--- src/rtl/uart_pkg.sv ---
// Shared UART definitions: byte width and the receive-buffer entry layout.
package uart_pkg;
  localparam int UART_DATA_W = 8;

  typedef struct packed {
    logic                   err;
    logic [UART_DATA_W-1:0] data;
  } uart_rx_entry_t;
endpackage

--- src/rtl/uart_fifo_mem.sv ---
// Register-array storage for the receive FIFO: one synchronous write port, one asynchronous read port.
module uart_fifo_mem #(
  parameter int DEPTH = 16,
  parameter int WIDTH = 9,
  localparam int AW   = $clog2(DEPTH)
) (
  input  logic             clk,
  input  logic             we,
  input  logic [AW-1:0]    waddr,
  input  logic [WIDTH-1:0] wdata,
  input  logic [AW-1:0]    raddr,
  output logic [WIDTH-1:0] rdata
);
  logic [WIDTH-1:0] mem_r [DEPTH];

  // Storage is intentionally not reset; the pointers define which entries are live.
  always_ff @(posedge clk) begin
    if (we) begin
      mem_r[waddr] <= wdata;
    end
  end

  assign rdata = mem_r[raddr];
endmodule

--- src/rtl/uart_rx_fifo.sv ---
// First-word-fall-through receive buffer downstream of the UART receiver, with
// occupancy/full/empty status and a sticky overflow flag for dropped bytes.
module uart_rx_fifo
  import uart_pkg::*;
#(
  parameter int DEPTH  = 16,
  parameter int DATA_W = UART_DATA_W,
  localparam int PW    = $clog2(DEPTH) + 1
) (
  input  logic              clk,
  input  logic              reset,
  input  logic              wr_en,
  input  logic [DATA_W-1:0] wr_data,
  input  logic              wr_err,
  output logic              rd_valid,
  input  logic              rd_ready,
  output logic [DATA_W-1:0] rd_data,
  output logic              rd_err,
  output logic [PW-1:0]     count,
  output logic              full,
  output logic              empty,
  output logic              overflow,
  input  logic              clr_overflow
);
  localparam logic [PW-1:0] PTR_ONE = {{(PW-1){1'b0}}, 1'b1};

  logic [PW-1:0] wr_ptr_r;
  logic [PW-1:0] rd_ptr_r;
  logic          overflow_r;
  logic          empty_s;
  logic          full_s;
  logic          pop_s;
  logic          push_s;
  logic          drop_s;
  logic [DATA_W:0] rd_entry_s;

  // Status comes straight from the registered pointers; the extra MSB separates full from empty.
  assign empty_s = (wr_ptr_r == rd_ptr_r);
  assign full_s  = (wr_ptr_r[PW-1] != rd_ptr_r[PW-1]) &&
                   (wr_ptr_r[PW-2:0] == rd_ptr_r[PW-2:0]);

  // Handshake decode: a pop in the same cycle frees the slot a full-FIFO write needs.
  always_comb begin
    pop_s  = 1'b0;
    push_s = 1'b0;
    drop_s = 1'b0;
    if (!empty_s && rd_ready) begin
      pop_s = 1'b1;
    end else begin
      pop_s = 1'b0;
    end
    if (wr_en && (!full_s || pop_s)) begin
      push_s = 1'b1;
    end else begin
      push_s = 1'b0;
    end
    if (wr_en && full_s && !pop_s) begin
      drop_s = 1'b1;
    end else begin
      drop_s = 1'b0;
    end
  end

  // Pointer and sticky-overflow state; a drop in the same cycle as a clear keeps the flag set.
  always_ff @(posedge clk or posedge reset) begin
    if (reset) begin
      wr_ptr_r   <= {PW{1'b0}};
      rd_ptr_r   <= {PW{1'b0}};
      overflow_r <= 1'b0;
    end else begin
      if (push_s) begin
        wr_ptr_r <= wr_ptr_r + PTR_ONE;
      end
      if (pop_s) begin
        rd_ptr_r <= rd_ptr_r + PTR_ONE;
      end
      if (drop_s) begin
        overflow_r <= 1'b1;
      end else if (clr_overflow) begin
        overflow_r <= 1'b0;
      end
    end
  end

  uart_fifo_mem #(
    .DEPTH (DEPTH),
    .WIDTH (DATA_W + 1)
  ) u_mem (
    .clk   (clk),
    .we    (push_s && !reset),
    .waddr (wr_ptr_r[PW-2:0]),
    .wdata ({wr_err, wr_data}),
    .raddr (rd_ptr_r[PW-2:0]),
    .rdata (rd_entry_s)
  );

  assign rd_valid = !empty_s;
  assign rd_data  = rd_entry_s[DATA_W-1:0];
  assign rd_err   = rd_entry_s[DATA_W];
  assign count    = wr_ptr_r - rd_ptr_r;
  assign full     = full_s;
  assign empty    = empty_s;
  assign overflow = overflow_r;
endmodule

--- config.mk ---
export PLATFORM = sky130hd
export DESIGN_NAME = uart_rx_fifo
export DESIGN_NICKNAME = d
export VERILOG_FILES = /design/src/rtl/uart_pkg.sv /design/src/rtl/uart_fifo_mem.sv /design/src/rtl/uart_rx_fifo.sv
export SDC_FILE = /design/constraint.sdc
export NUM_CORES = 1
export LEC_CHECK = 0
export BUFFER_PORTS_ARGS = -buffer_cell sky130_fd_sc_hd__buf_2
export CAP_MARGIN = 20
export CELL_PAD_IN_SITES_DETAIL_PLACEMENT = 0
export CELL_PAD_IN_SITES_GLOBAL_PLACEMENT = 1
export CORE_ASPECT_RATIO = 1.4
export CORE_UTILIZATION = 45
export CTS_CLUSTER_DIAMETER = 40
export DETAILED_ROUTE_END_ITERATION = 6
export PLACE_DENSITY_LB_ADDON = 0.05
export SYNTH_ARGS = -nofsm -noshare
export SYNTH_HDL_FRONTEND = slang
export SYNTH_SLANG_ARGS = --single-unit
--- constraint.sdc ---
create_clock -name clk -period 3.5 [get_ports clk]
set_input_delay 1.05 -clock clk [delete_from_list [all_inputs] [get_ports clk]]
set_output_delay 1.05 -clock clk [all_outputs]
set_load 0.005 [all_outputs]
==> impl_metrics.ini, run 1 <==
[drt]
ant_nets = 0
dr_wl_met3_um = 701
top_layer_used = met4
wl_met2_mm = 7.176
wl_mm = 13.87
num_vias = 3240
wl_per_cell_um = 23.52
drt_first_pass_iters = 4
drt-initial-drc-count = 135
routed_via_density = 5.492
wl_met1_mm = 5.566
drc = 0

[layout]
nNetsFinal = 416
drive_gt1_frac = 0.2765
regArea_sq_um = 4602
final_cell_mix = edfxtp_1, buf_2, mux2i_1
multi_input_area_sq_um = 1619
nFillCells = 1123
layout_commonest_cell = edfxtp_1
diodes = 0
area_growth_pct = 17.99
fin_cells = 590

[yosys]
synth.avg_cell_area_sq_um = 18.99
synth_cell_types = 36
ys_ff_latch = 155
netlist_instances = 334
synth_ff_type = edfxtp_1
ys_async_sr_fraction = 0.07097
netlist_area_sq_um = 6342
synth_nets = 358
ys_seq_area_frac = 0.7252
synth_edf_count = 144
yosys_warnings = 0

[die]
start_util = 0.4580
core_sq_um = 13850
dieHeight_um = 142.5
die_w_um = 102.3
row_count = 51
io_pins = 32
dieArea_sq_um = 14580

[setup_path]
crit_fanout = 32
worstPathRequired_ps = 2450
timing.rr.end = u_mem.mem_r[1][6]$_DFFE_PP_
critPathKind = reg -> out
r2r_cells = 7
worstPathArrival_ps = 2220
regToRegStartpoint = rd_ptr_r[2]$_DFFE_PP0P_
crit_path_end = rd_data[4]
r2r_slack_ps = 760
worstSetupStartpointType = flip-flop
cp-startpoint = rd_ptr_r[0]$_DFFE_PP0P_
end_kind = output pin

[timing]
min_period_ps = 3266
worst_pin_slew_ps = 599.9
slew_violations = 0
finalClockSkew_ps = 7.974
rsz0062_at_grt = false
finalSetupTns_ps = 0
min_period_over_period = 0.9331
setup_viol = 0
fmax_ghz = 0.3062
hold_violations = 0
relSlewSlack = 0.5967

[clock_network]
cts-hold-fix-buffers = 0
cts-htree-levels = 4
clk_latency_ps = 420
cts.sinks = 155
cts_buffers = 17
cts_tree = built
path_clk_slew_ps = 60
clk_path_buf_depth = 2
cts_root_buffer = clkbuf_16

[placed_design]
place_hpwl_mm = 9.207
io_buffer_count = 31
routabilityCongestion = 0.7523
place_inst = 558

[flow_run]
drv_cap = 0

[power]
power.leakage_nw = 2.614
cellPowerDensity_nw_per_um2 = 836.3
ir_worst_vdd_mv = 0.4905

[global_route]
grt_overflow_total = 0
grt_usage = 0.2138
grt_pass1_vias = 3456
antenna_found_initial = 0
grt_max_degree = 46
grt_pass1_wl_mm = 21.00

[hold_path]
hold_path_class = reg -> reg

[status]
outcome = finished clean
[cell families after synthesis]
family | synth area share
xor gates and xnor gates | 0.01657
buffers and inverters | 0.02387
AOI/OAI and AO/OA | 0.04044
muxes | 0.1432
and+or+nand+nor | 0.02979
DFF | 0.7252
adders and majority gates | 0.02091
[per-stage QoR]
stage               total power [mW]  instance area, sq um  hold slack (ps)  utilization  worst slack [ps]
finish                         6.258                  7483            503.6       0.5404             234.1
global route                   6.589                  7483            529.8       0.5404             25.89
CTS                            6.336                  7483            507.1       0.5404             159.2
detailed placement             4.387                  6848            494.3       0.4945             429.1
global placement               4.384                  6848            496.4       0.4945             483.0
floorplan                      3.654                  6342            465.6            -             542.2
[synth_stat cells (7+ instances only)]
library cell / number / area, sq um
edfxtp_1: 144 / 4324
mux2i_1: 27 / 270.3
mux4_2: 19 / 427.9
nor2_1: 13 / 48.80
inv_1: 12 / 45.04
dfrtp_1: 11 / 275.3
xnor2_1: 11 / 96.34
o21ai_1: 10 / 50.05
a22oi_1: 9 / 67.56
a32oi_1: 9 / 78.83
ha_1: 9 / 112.6
nand2_1: 9 / 33.78
mux4_1: 8 / 210.2
buf_2: 7 / 35.03
[critical path: stages, from the launching register on]
cell	delay [ps]
dfrtp_2	370
buf_12	250
and2_1	510
a22oi_1	210
a32oi_1	230
o21ai_1	90
buf_2	130
[what timing repair did]
| action | CTS | global route |
|---|---|---|
| gates resized for setup | 1 | 0 |
| setup endpoints to repair | 6 | 0 |
| buffers inserted | 0 | 0 |
| endpoints found under the hold margin | 0 | 0 |
[where the power goes]
| group | switching [mW] | total, mW | internal, mW |
|---|---|---|---|
| registers | 0.125 | 2.30 | 2.18 |
| clock network | 0.719 | 1.94 | 1.22 |
| logic | 1.10 | 2.02 | 0.918 |
| total | 1.94 | 6.26 | 4.31 |
[flip-flops by register name, indices dropped and copies added (netlist names)]
signal and count:
wr_ptr_r 5, rd_ptr_r 5, u_mem.mem_r 144, overflow 1
[final cells by class]
cell class | instances | share of cell area
clock buffer | 19 | 0.05919
clock inverter | 13 | 0.02541
inverter | 14 | 0.007022
multi-input combinational | 151 | 0.2164
sequential | 155 | 0.6149
tap | 185 | 0.03093
timing repair buffer | 53 | 0.04615
[worst min-delay path by stage]
| stage | slack [ps] | start | to | depth (start not counted) |
|---|---|---|---|---|
| global placement | 500 | rd_ptr_r[4]$_DFFE_PP0P_ | rd_ptr_r[4]$_DFFE_PP0P_ | 1 |
| detailed placement | 490 | rd_ptr_r[4]$_DFFE_PP0P_ | rd_ptr_r[4]$_DFFE_PP0P_ | 1 |
| global route | 530 | wr_ptr_r[4]$_DFFE_PP0P_ | wr_ptr_r[4]$_DFFE_PP0P_ | 1 |
| finish | 500 | rd_ptr_r[4]$_DFFE_PP0P_ | rd_ptr_r[4]$_DFFE_PP0P_ | 1 |
| floorplan | 470 | rd_ptr_r[4]$_DFFE_PP0P_ | rd_ptr_r[4]$_DFFE_PP0P_ | 1 |
| CTS | 510 | rd_ptr_r[4]$_DFFE_PP0P_ | rd_ptr_r[4]$_DFFE_PP0P_ | 1 |
[metal layers]
layer,GRT usage,up-vias
met3,0.05550,26
met5,0,-
met1,0.2558,1663
met4,0.09774,0
met2,0.3589,85
li1,-,1466
Power figures use the tool's default switching activity.
==> run 2: changes to the inputs <==
--- a/config.mk
+++ b/config.mk
@@ -9,8 +9,8 @@
 export CAP_MARGIN = 20
 export CELL_PAD_IN_SITES_DETAIL_PLACEMENT = 0
 export CELL_PAD_IN_SITES_GLOBAL_PLACEMENT = 1
-export CORE_ASPECT_RATIO = 1.4
-export CORE_UTILIZATION = 45
+export CORE_ASPECT_RATIO = 1.5
+export CORE_UTILIZATION = 53
 export CTS_CLUSTER_DIAMETER = 40
 export DETAILED_ROUTE_END_ITERATION = 6
 export PLACE_DENSITY_LB_ADDON = 0.05
==> run 2 against run 1 <==
Against the previous run:
- global-route usage grew 0.82 points
- worst hold slack lost 17 ps
- first-iteration DRC count grew 76%
- cell area shrank 2.0%
- sequential share of layout area grew 1.3 points
- core utilization grew 9.2 points
- cell count shrank 6.3%
- clock skew shrank 0.94 ps
- fmax grew 0.30%
- via count shrank 0.80%
- critical path depth is the same
- largest power group unchanged
==> impl_metrics.ini, run 2 (same netlist as run 1, synthesis figures left out) <==
[timing]
relSlewSlack = 0.5493
rsz0062_at_grt = false
hold_violations = 0
slew_violations = 0
setup_viol = 0
min_period_ps = 3256
worst_pin_slew_ps = 673.6
finalClockSkew_ps = 7.035
min_period_over_period = 0.9303
finalSetupTns_ps = 0
fmax_ghz = 0.3071

[layout]
layout_commonest_cell = edfxtp_1
diodes = 0
drive_gt1_frac = 0.2630
final_cell_mix = edfxtp_1, buf_2, mux2i_1
top_regs = u_mem.mem_r (144), rd_ptr_r (5), wr_ptr_r (5)
nFillCells = 854
area_growth_pct = 15.58
top_register = u_mem.mem_r
fin_util = 0.6324
largest_reg_flops = 144
nNetsFinal = 415

[setup_path]
worstPathArrival_ps = 2210
end_kind = output pin
worstSetupStartpointType = flip-flop
crit_fanout = 29
worstPathRequired_ps = 2450
critPathKind = reg -> out

[drt]
drc = 0
routed_via_density = 5.812
wl_mm = 12.37
ant_nets = 0
wl_per_cell_um = 22.37
num_vias = 3214
drt_first_pass_iters = 4
drt-initial-drc-count = 238

[flow_run]
drv_cap = 0

[global_route]
grt_overflow_total = 0
grt_usage = 0.2220
grt_pass1_wl_mm = 19.22
antenna_found_initial = 0
grt_max_degree = 50
grt_pass1_vias = 3312

[clock_network]
cts_setup_buffers = 0
cts_resized = 0
cts_tree = built
cts-htree-levels = 4
clk_path_buf_depth = 2
path_clk_slew_ps = 60
cts_root_buffer = clkbuf_16
clk_latency_ps = 420
cts.sinks = 155
cts_buffers = 17
cts-hold-fix-buffers = 0

[die]
dieArea_sq_um = 12420
io_pins = 32
row_count = 48
core_sq_um = 11590
start_util = 0.5472
dieHeight_um = 136.0
die_w_um = 91.32

[placed_design]
io_buffer_count = 31
place_hpwl_mm = 8.273
routabilityCongestion = 0.7411

[power]
ir_worst_vdd_mv = 0.4577
cellPowerDensity_nw_per_um2 = 803.5
finalPower_mw = 5.890
power.leakage_nw = 2.565

[status]
outcome = finished clean

[hold_path]
hold_path_class = reg -> reg
[run 2: changes by cell type in the layout (fill, tap and decap cells not counted), sizes merged]
cell	delta
buf	-1
bufinv	-3
clkbuf	+1
clkinv	+4
clkinvlp	-1
inv	-2
[run 2: path summary, 6_finish.rpt]
kind / startpoint / endpoint / slack [ps] / cells past startpoint
max: rd_ptr_r[0]$_DFFE_PP0P_ / rd_data[4] / 240 / 6
min: wr_ptr_r[4]$_DFFE_PP0P_ / wr_ptr_r[4]$_DFFE_PP0P_ / 490 / 1
max reg2reg: rd_ptr_r[1]$_DFFE_PP0P_ / u_mem.mem_r[14][8]$_DFFE_PP_ / 1010 / 8
min reg2reg: wr_ptr_r[4]$_DFFE_PP0P_ / wr_ptr_r[4]$_DFFE_PP0P_ / 490 / 1
max in group asynchronous: reset / rd_ptr_r[0]$_DFFE_PP0P_ / 2430 / 2
min in group asynchronous: reset / rd_ptr_r[2]$_DFFE_PP0P_ / 670 / 2
[run 2: metrics by stage]
step	hold slack (ps)	setup WS, ps	std cells	area, sq um
3_3_place_gp	483.3	722.3	522	6797
4_1_cts	494.9	203.9	553	7331
3_5_place_dp	482.4	662.4	522	6797
6_report	486.8	243.9	553	7331
5_1_grt	504.7	98.70	553	7331
2_1_floorplan	465.6	542.2	334	6342
[run 2: worst max-delay path, stage by stage, from the launching register on]
cell     delay, ps
dfrtp_2        420
buf_12         240
and2_1         470
a22oi_1        180
a32oi_1        220
o21ai_1        110
buf_2          140
[run 2: area by class of cell]
cell class                 instances  area (sq um)  share of cell area
sequential                       155          4602              0.6278
multi-input combinational        151          1617              0.2205
clock buffer                      20         436.7             0.05957
timing repair buffer              52         337.8             0.04608
tap                              150         187.7             0.02560
clock inverter                    11         97.59             0.01331
inverter                          14         52.55            0.007168
[run 2: power by group]
part / internal (mW) / switching, mW / leakage (nW)
registers: 2.18 / 0.127 / 1.43
clock network: 0.969 / 0.690 / 0.254
logic: 0.913 / 1.01 / 0.883
[run 2: per-layer routing]
layer / track usage / wire (um) / vias to the layer above / share of wire
li1: - / - / 1464 / -
met1: 0.2824 / 5072 / 1652 / 0.41
met2: 0.3687 / 6617 / 85 / 0.53
met5: 0 / 0 / - / 0
met3: 0.05817 / 532 / 13 / 0.043
met4: 0.08466 / 148 / 0 / 0.012
